### src/rtl/pe_mac_seq.sv
// Multiply-accumulate sequencer for one processing element: consumes FILT_LEN
// ifmap/filter pairs, adds the neighbour's partial sum, then emits the psum.
module pe_mac_seq #(
   parameter int DATA_WIDTH = 16,
   parameter int ACC_WIDTH  = 32,
   parameter int FILT_LEN   = 3,
   parameter int CNT_WIDTH  = 4
) (
   input  logic                         clk,
   input  logic                         rstn,
   input  logic                         start,
   input  logic                         ifmap_valid,
   output logic                         ifmap_ready,
   input  logic signed [DATA_WIDTH-1:0] ifmap_data,
   input  logic                         filt_valid,
   output logic                         filt_ready,
   input  logic signed [DATA_WIDTH-1:0] filt_data,
   input  logic                         psum_in_valid,
   output logic                         psum_in_ready,
   input  logic signed [ACC_WIDTH-1:0]  psum_in_data,
   output logic                         psum_out_valid,
   input  logic                         psum_out_ready,
   output logic signed [ACC_WIDTH-1:0]  psum_out_data,
   output logic                         busy
);

   typedef enum logic [1:0] {
      IDLE = 2'd0,
      MAC  = 2'd1,
      ADD  = 2'd2,
      OUT  = 2'd3
   } state_t;

   localparam logic [CNT_WIDTH-1:0] LAST_CNT = CNT_WIDTH'(FILT_LEN - 1);

   state_t                       state;
   logic signed [ACC_WIDTH-1:0]  acc;
   logic [CNT_WIDTH-1:0]         cnt;
   logic                         pair_fire;

   // Full-precision signed product, sign-extended, added with modular wrap.
   function automatic logic signed [ACC_WIDTH-1:0] mac_step(
      input logic signed [ACC_WIDTH-1:0]  a,
      input logic signed [DATA_WIDTH-1:0] x,
      input logic signed [DATA_WIDTH-1:0] w
   );
      logic signed [2*DATA_WIDTH-1:0] prod;
      prod = x * w;
      return a + ACC_WIDTH'(prod);
   endfunction

   function automatic logic signed [ACC_WIDTH-1:0] wrap_add(
      input logic signed [ACC_WIDTH-1:0] a,
      input logic signed [ACC_WIDTH-1:0] b
   );
      return a + b;
   endfunction

   assign pair_fire = (state == MAC) && ifmap_valid && filt_valid;

   always_ff @(posedge clk or negedge rstn) begin
      if (!rstn) begin
         state <= IDLE;
         acc   <= '0;
         cnt   <= '0;
      end else begin
         case (state)
            IDLE: begin
               if (start) begin
                  state <= MAC;
                  acc   <= '0;
                  cnt   <= '0;
               end
            end
            MAC: begin
               if (pair_fire) begin
                  acc <= mac_step(acc, ifmap_data, filt_data);
                  cnt <= cnt + 1'b1;
                  if (cnt == LAST_CNT) state <= ADD;
               end
            end
            ADD: begin
               if (psum_in_valid) begin
                  acc   <= wrap_add(acc, psum_in_data);
                  state <= OUT;
               end
            end
            OUT: begin
               // acc is left intact; the next start clears it.
               if (psum_out_ready) state <= IDLE;
            end
            default: state <= IDLE;
         endcase
      end
   end

   assign ifmap_ready    = pair_fire;
   assign filt_ready     = pair_fire;
   assign psum_in_ready  = (state == ADD);
   assign psum_out_valid = (state == OUT);
   assign psum_out_data  = acc;
   assign busy           = (state != IDLE);

endmodule

### config.mk
export PLATFORM = sky130hd
export DESIGN_NAME = pe_mac_seq
export DESIGN_NICKNAME = d
export VERILOG_FILES = /design/src/rtl/pe_mac_seq.sv
export SDC_FILE = /design/constraint.sdc
export NUM_CORES = 1
export LEC_CHECK = 0
export ABC_AREA = 1
export BUFFER_PORTS_ARGS = -buffer_cell sky130_fd_sc_hd__buf_2
export CAP_MARGIN = 10
export CORE_ASPECT_RATIO = 1.2
export CORE_MARGIN = 8
export CORE_UTILIZATION = 65
export DETAILED_ROUTE_END_ITERATION = 10
export GPL_TIMING_DRIVEN = 0
export PLACE_DENSITY_LB_ADDON = 0.25
export SYNTH_ARGS = -nofsm -noshare
export SYNTH_HDL_FRONTEND = slang
export SYNTH_SLANG_ARGS = --single-unit
### constraint.sdc
create_clock -name clk -period 6 [get_ports clk]
set_input_delay 0.9 -clock clk [delete_from_list [all_inputs] [get_ports clk]]
set_output_delay 0.9 -clock clk [all_outputs]
set_load 0.02 [all_outputs]
==> Yosys cells after proc, flatten, opt, wreduce, memory -nomap -nowiden <==
Index checks and enable logic that the tools add are counted.
{ "op_classes": {"n_addsub": 3, "eq_ne": 9, "reduce_logical": 9, "n_mul": 1, "mux": 13} }
{ "op_table": {"columns": ["cell", "count"], "rows": [
  ["$mux 32", 3],
  ["$pmux 32 s3", 1],
  ["$add 32x32->32", 2],
  ["$mul 16x16->32", 1],
  ["$mux 2", 5],
  ["$mux 4", 2],
  ["$pmux 2 s4", 1],
  ["$pmux 4 s2", 1],
  ["$ne 2x2->1 const B", 3],
  ["$reduce_and 5->1", 1],
  ["$add 4x1->4 const B", 1],
  ["$eq 2x2->1 const B", 2],
  ["$eq 4x2->1 const B", 1],
  ["$ne 2x1->1 const B", 2],
  ["$reduce_and 4->1", 1],
  ["$reduce_bool 2->1", 2],
  ["$reduce_and 3->1", 1],
  ["$reduce_bool 3->1", 1],
  ["$eq 2x1->1 const B", 1],
  ["$logic_and 1x1->1", 2],
  ["$logic_not 2->1", 1]
]} }
{ "totals": {"register_bits": 38, "word_cells": 38, "output_inout_bits": 37} }

==> Depth between registers and ports, before layout <==
{ "depth": {"depth_word": 5, "ltp_mapped": 31, "ltp_nobuf": 29} }

==> Worst setup path after synthesis <==
No wires, ideal clock.
{ "synth_path": {"path_kind": "input -> register", "from": "input ifmap_data[15]", "to": "register acc[23] (netlist: psum_out_data[23])", "t_required_ps": 5884, "path_stages": 27, "path_slack_ps": -181, "setup_ps": 116, "path_buffers": 2, "arrival_time_ps": 6064, "cell_sequence": "buf_2 clkbuf_1 nand2_1 inv_1 fa_1 inv_1 fa_1 inv_1 fa_1 fa_1 fa_1 inv_1 fa_1 inv_1 ha_1 nand2_1 inv_1 nand2_1 and2_1 nand2_1 a21oi_1 nand2_1 or2_0 nand3_1 nand2_1 nand2_1 nand2_1"} }
{ "synth_via": {"elab_chain_len": 4} }
{ "synth_rtl": {"columns": ["item", "line", "text"], "rows": [
  ["start, declared", "14", "input logic signed [DATA_WIDTH-1:0] ifmap_data,"],
  ["$mul 16x16->32", "48", "prod = x * w;"],
  ["$add 32x32->32", "49", "return a + ACC_WIDTH'(prod);"],
  ["$mux 32", "76", "if (pair_fire) begin"],
  ["$pmux 32 s3", "67", "case (state)"],
  ["end signal, assigned", "77", "acc <= mac_step(acc, ifmap_data, filt_data);"],
  ["end signal, assigned", "84", "acc <= wrap_add(acc, psum_in_data);"],
  ["end, declared", "37", "logic signed [ACC_WIDTH-1:0] acc;"]
]} }
Every way passes these cells. The select of a mux whose other input is x is not followed.
A chain may end at the register's enable or synchronous reset.

==> Worst setup path in the final report <==
{ "layout_path": {"from": "input filt_data[10]", "to": "register acc[31] (netlist: psum_out_data[31])"} }
{ "layout_via": {"elab_chain_len": 4} }
{ "layout_rtl": {"columns": ["item", "line", "text"], "rows": [
  ["start, declared", "17", "input logic signed [DATA_WIDTH-1:0] filt_data,"],
  ["$mul 16x16->32", "48", null],
  ["$add 32x32->32", "49", null],
  ["$mux 32", "76", null],
  ["$pmux 32 s3", "67", null]
]} }
Every way passes these cells. The select of a mux whose other input is x is not followed.

==> results_dict.tcl <==
set metrics [dict create \
    worst_hold_path_type "reg2reg" \
    drt-vias-per-instance 5.73 \
    r2r_start "psum_out_data[15]" \
    post_layout_utilization_of_the_core_pct 78.0 \
    max_clock_freq_mhz 164 \
    outcome "finished with violations" \
    violations_in_the_final_reports "negative setup slack" \
    cp_common_cell "nand2_1" \
    grt_remaining_overflow 0 \
    finClkSkew_ns 0.00810 \
    synth-seq-area-share_pct 6.02 \
    largest_area_contributor_in_the_synthesized_netlist "fa_1" \
    crit-reg2reg-capture "psum_out_data[28]" \
    area_growth_pct 17.9 \
    register_bit_total_from_synthesis 38 \
    setup.worst_path.class "in2reg" \
    synth_most_common_cell "nand2_1" \
    cts_tree "yes" \
    core-area_mm2 0.0239 \
    final-setup-viol-count 7 \
    cp_slowest_cell "fa_1" \
    dpl.hpwl_um 40700 \
    finalMaxSlewViolations 0 \
    yosys-top-cells-area "fa_1 (37%), nand2_1 (15%), inv_1 (14%)" \
    floorplan.die.width_um 158 \
    timing.final.ws_setup_ns -0.0962 \
    antenna_violating_nets_post_route 0 \
    synth-edff-count 0 \
    route.final.wire_length_um 54000 \
    drc 0 \
    synth_nets 2695 \
    clock_pin_slew_on_the_worst_setup_and_hold_paths_ns 0.06 \
    yosys_warnings 0 \
    vias 15300 \
    min-delay-start "cnt[3]" \
    syn-instance-count 2194 \
    critPathLaunch "filt_data[10]" \
    r2r_slack_ns 1.09 \
    gpl.final_weighted_congestion 0.995 \
    grt_max_degree 39 \
    die_h_um 187 \
    groute.usage.overall_pct 34.3 \
    finalWorstPathRequiredPeriod_ns 6.10 \
    worstHoldEndpoint "cnt[3]" \
    drive_gt1_share_pct 18.3 \
    cp_max_fo 10 \
    grt_setup_unrepaired "yes" \
    timing.critical_path.from_type "input pin" \
    clkSinkCount 38 \
    ioPinCount 108 \
    hold_violations 0 \
    cts.root.buffer_cell "clkbuf_16" \
    r2r_cells 20 \
    cts-hold-fix-buffers 0 \
    worstPathRequired_ns 6.18 \
    final_nets 2841 \
    post-place-ws_ns -1.02 \
    drt-initial-drc-count 1253 \
    dominantRegCellSynth "dfrtp_1" \
    dieArea_mm2 0.0296 \
    worstSetupEndpointType "flip-flop" \
    synth.cells.most_frequent "nand2_1 (622), inv_1 (572), fa_1 (293)" \
    numPortBuffers 80 \
    grt_pass1_wl_um 79000 \
    initial_utilization_pct 66.2 \
    slew_headroom_pct 39.7 \
    tritoncts.num_buffers 5 \
    synthesis.area_per_instance_um2 7.20 \
    cp_slowest_stage_delay_ns 0.60 \
    rows 62 \
    maxCapViolations 0 \
    worst_pin_slew_ns 0.905 \
    synth_async_sr_flop_share_pct 100 \
    period_share_pct 102 \
    ctsHtreeMaxLevel 2 \
    initial_antenna_violation_count 0 \
    grt_pass1_vias 15800 \
    synth_area_mm2 0.0158 \
    synth_cell_types 47 \
    arrival_ns 6.28 \
    drt_pass1_iterations 8 \
    clock_latency_ns 0.29 \
    area_share_of_the_leading_cell_type_in_the_synthesized_netlist_pct 37.1 \
    num_antenna_cells 0 \
    route.detailed.wl_per_inst_um 20.3 \
    clockBufferDepth 2 \
    holdPathStages 1 \
]
per-layer routing:
layer  global-route usage [%]  share of wire (%)  up-vias  routed length [um]
met5                        0                  0        -                   0
met3                     3.33                8.3      321                4480
li1                         -                  -     6761                   -
met4                     22.5                8.8        0                4770
met2                     59.3                 49      898               26400
met1                     39.4                 34     7274               18400
critical path, delay by kind of cell:
kind                     cells  cell delay (ns)
buffers and inverters        7             0.75
AND/OR/NAND/NOR             13             0.95
adder cells (fa/ha/maj)      7             3.54
AO/OA/AOI/OAI                1             0.12
cells in the final DEF (no fill, tap or decap), types with 6 or more instances in the layout:
cell / count
a21oi_1: 65
a21oi_2: 15
a22o_1: 10
buf_12: 9
buf_2: 81
buf_4: 60
buf_6: 16
buf_8: 12
clkbuf_16: 11
clkbuf_4: 10
clkbuf_8: 8
dfrtp_1: 38
fa_1: 283
fa_2: 10
ha_1: 115
ha_4: 20
inv_1: 540
inv_2: 40
nand2_1: 579
nand2_2: 39
nand2_4: 17
nand3_1: 77
nand3_2: 10
nand3b_1: 6
nand4_1: 17
nor2_1: 75
nor2_2: 20
nor2_4: 9
o21ai_0: 36
o21ai_1: 17
xnor2_1: 12
worst max path at each step:
stage	slack, ns	end
2_1_floorplan	0.003	psum_out_data[30]
3_3_place_gp	-0.95	psum_out_data[29]
3_5_place_dp	-1.02	psum_out_data[29]
4_1_cts	0.002	psum_out_data[20]
5_1_grt	-0.26	psum_out_data[26]
6_report	-0.1	psum_out_data[31]
stage by stage:
stage | hold slack (ns) | area [um2] | TNS [ns] | instances
2_1_floorplan | 0.445 | 15800 | 0 | 2194
3_3_place_gp | 0.463 | 16600 | -17.38 | 2594
3_5_place_dp | 0.464 | 16600 | -18.57 | 2594
4_1_cts | 0.473 | 17600 | 0 | 2615
5_1_grt | 0.515 | 18600 | -2.46 | 2661
6_report | 0.471 | 18600 | -0.316 | 2661
final cells by class:
cell class              instances  area, um2
multi-input cells            1498      13100
fillers                      1584       5250
inverters                     585       2210
flip-flops and latches         38        951
repair buffers                139        932
plain buffers                  73        843
well taps                     320        400
clock buffers                   5        125
clock inverters                 3       68.8
flip-flops by register name, summed over array words and instances (netlist names):
signal / count
cnt: 4
psum_out_data: 32
state: 2
cell families (layout without fill, tap and decap cells):
logic type      Yosys count  count (layout)  synth area share [%]
simple gates            883             883                  23.2
flops                    38              38                  6.02
buf+inv                 658             805                  15.8
xor+xnor                 17              17                 0.942
fa+ha+maj               430             430                  47.9
compound gates          168             168                  6.06
what timing repair did:
item,4_1_cts,5_1_grt
endpoints found under the setup margin,22,19
pin swaps,14,77
gates resized for setup,174,226
buffers inserted,13,43
gates cloned,0,3
Power is left out: the tool's default activity adds up to more than one toggle a clock period on the data nets, which glitch-free logic cannot reach.
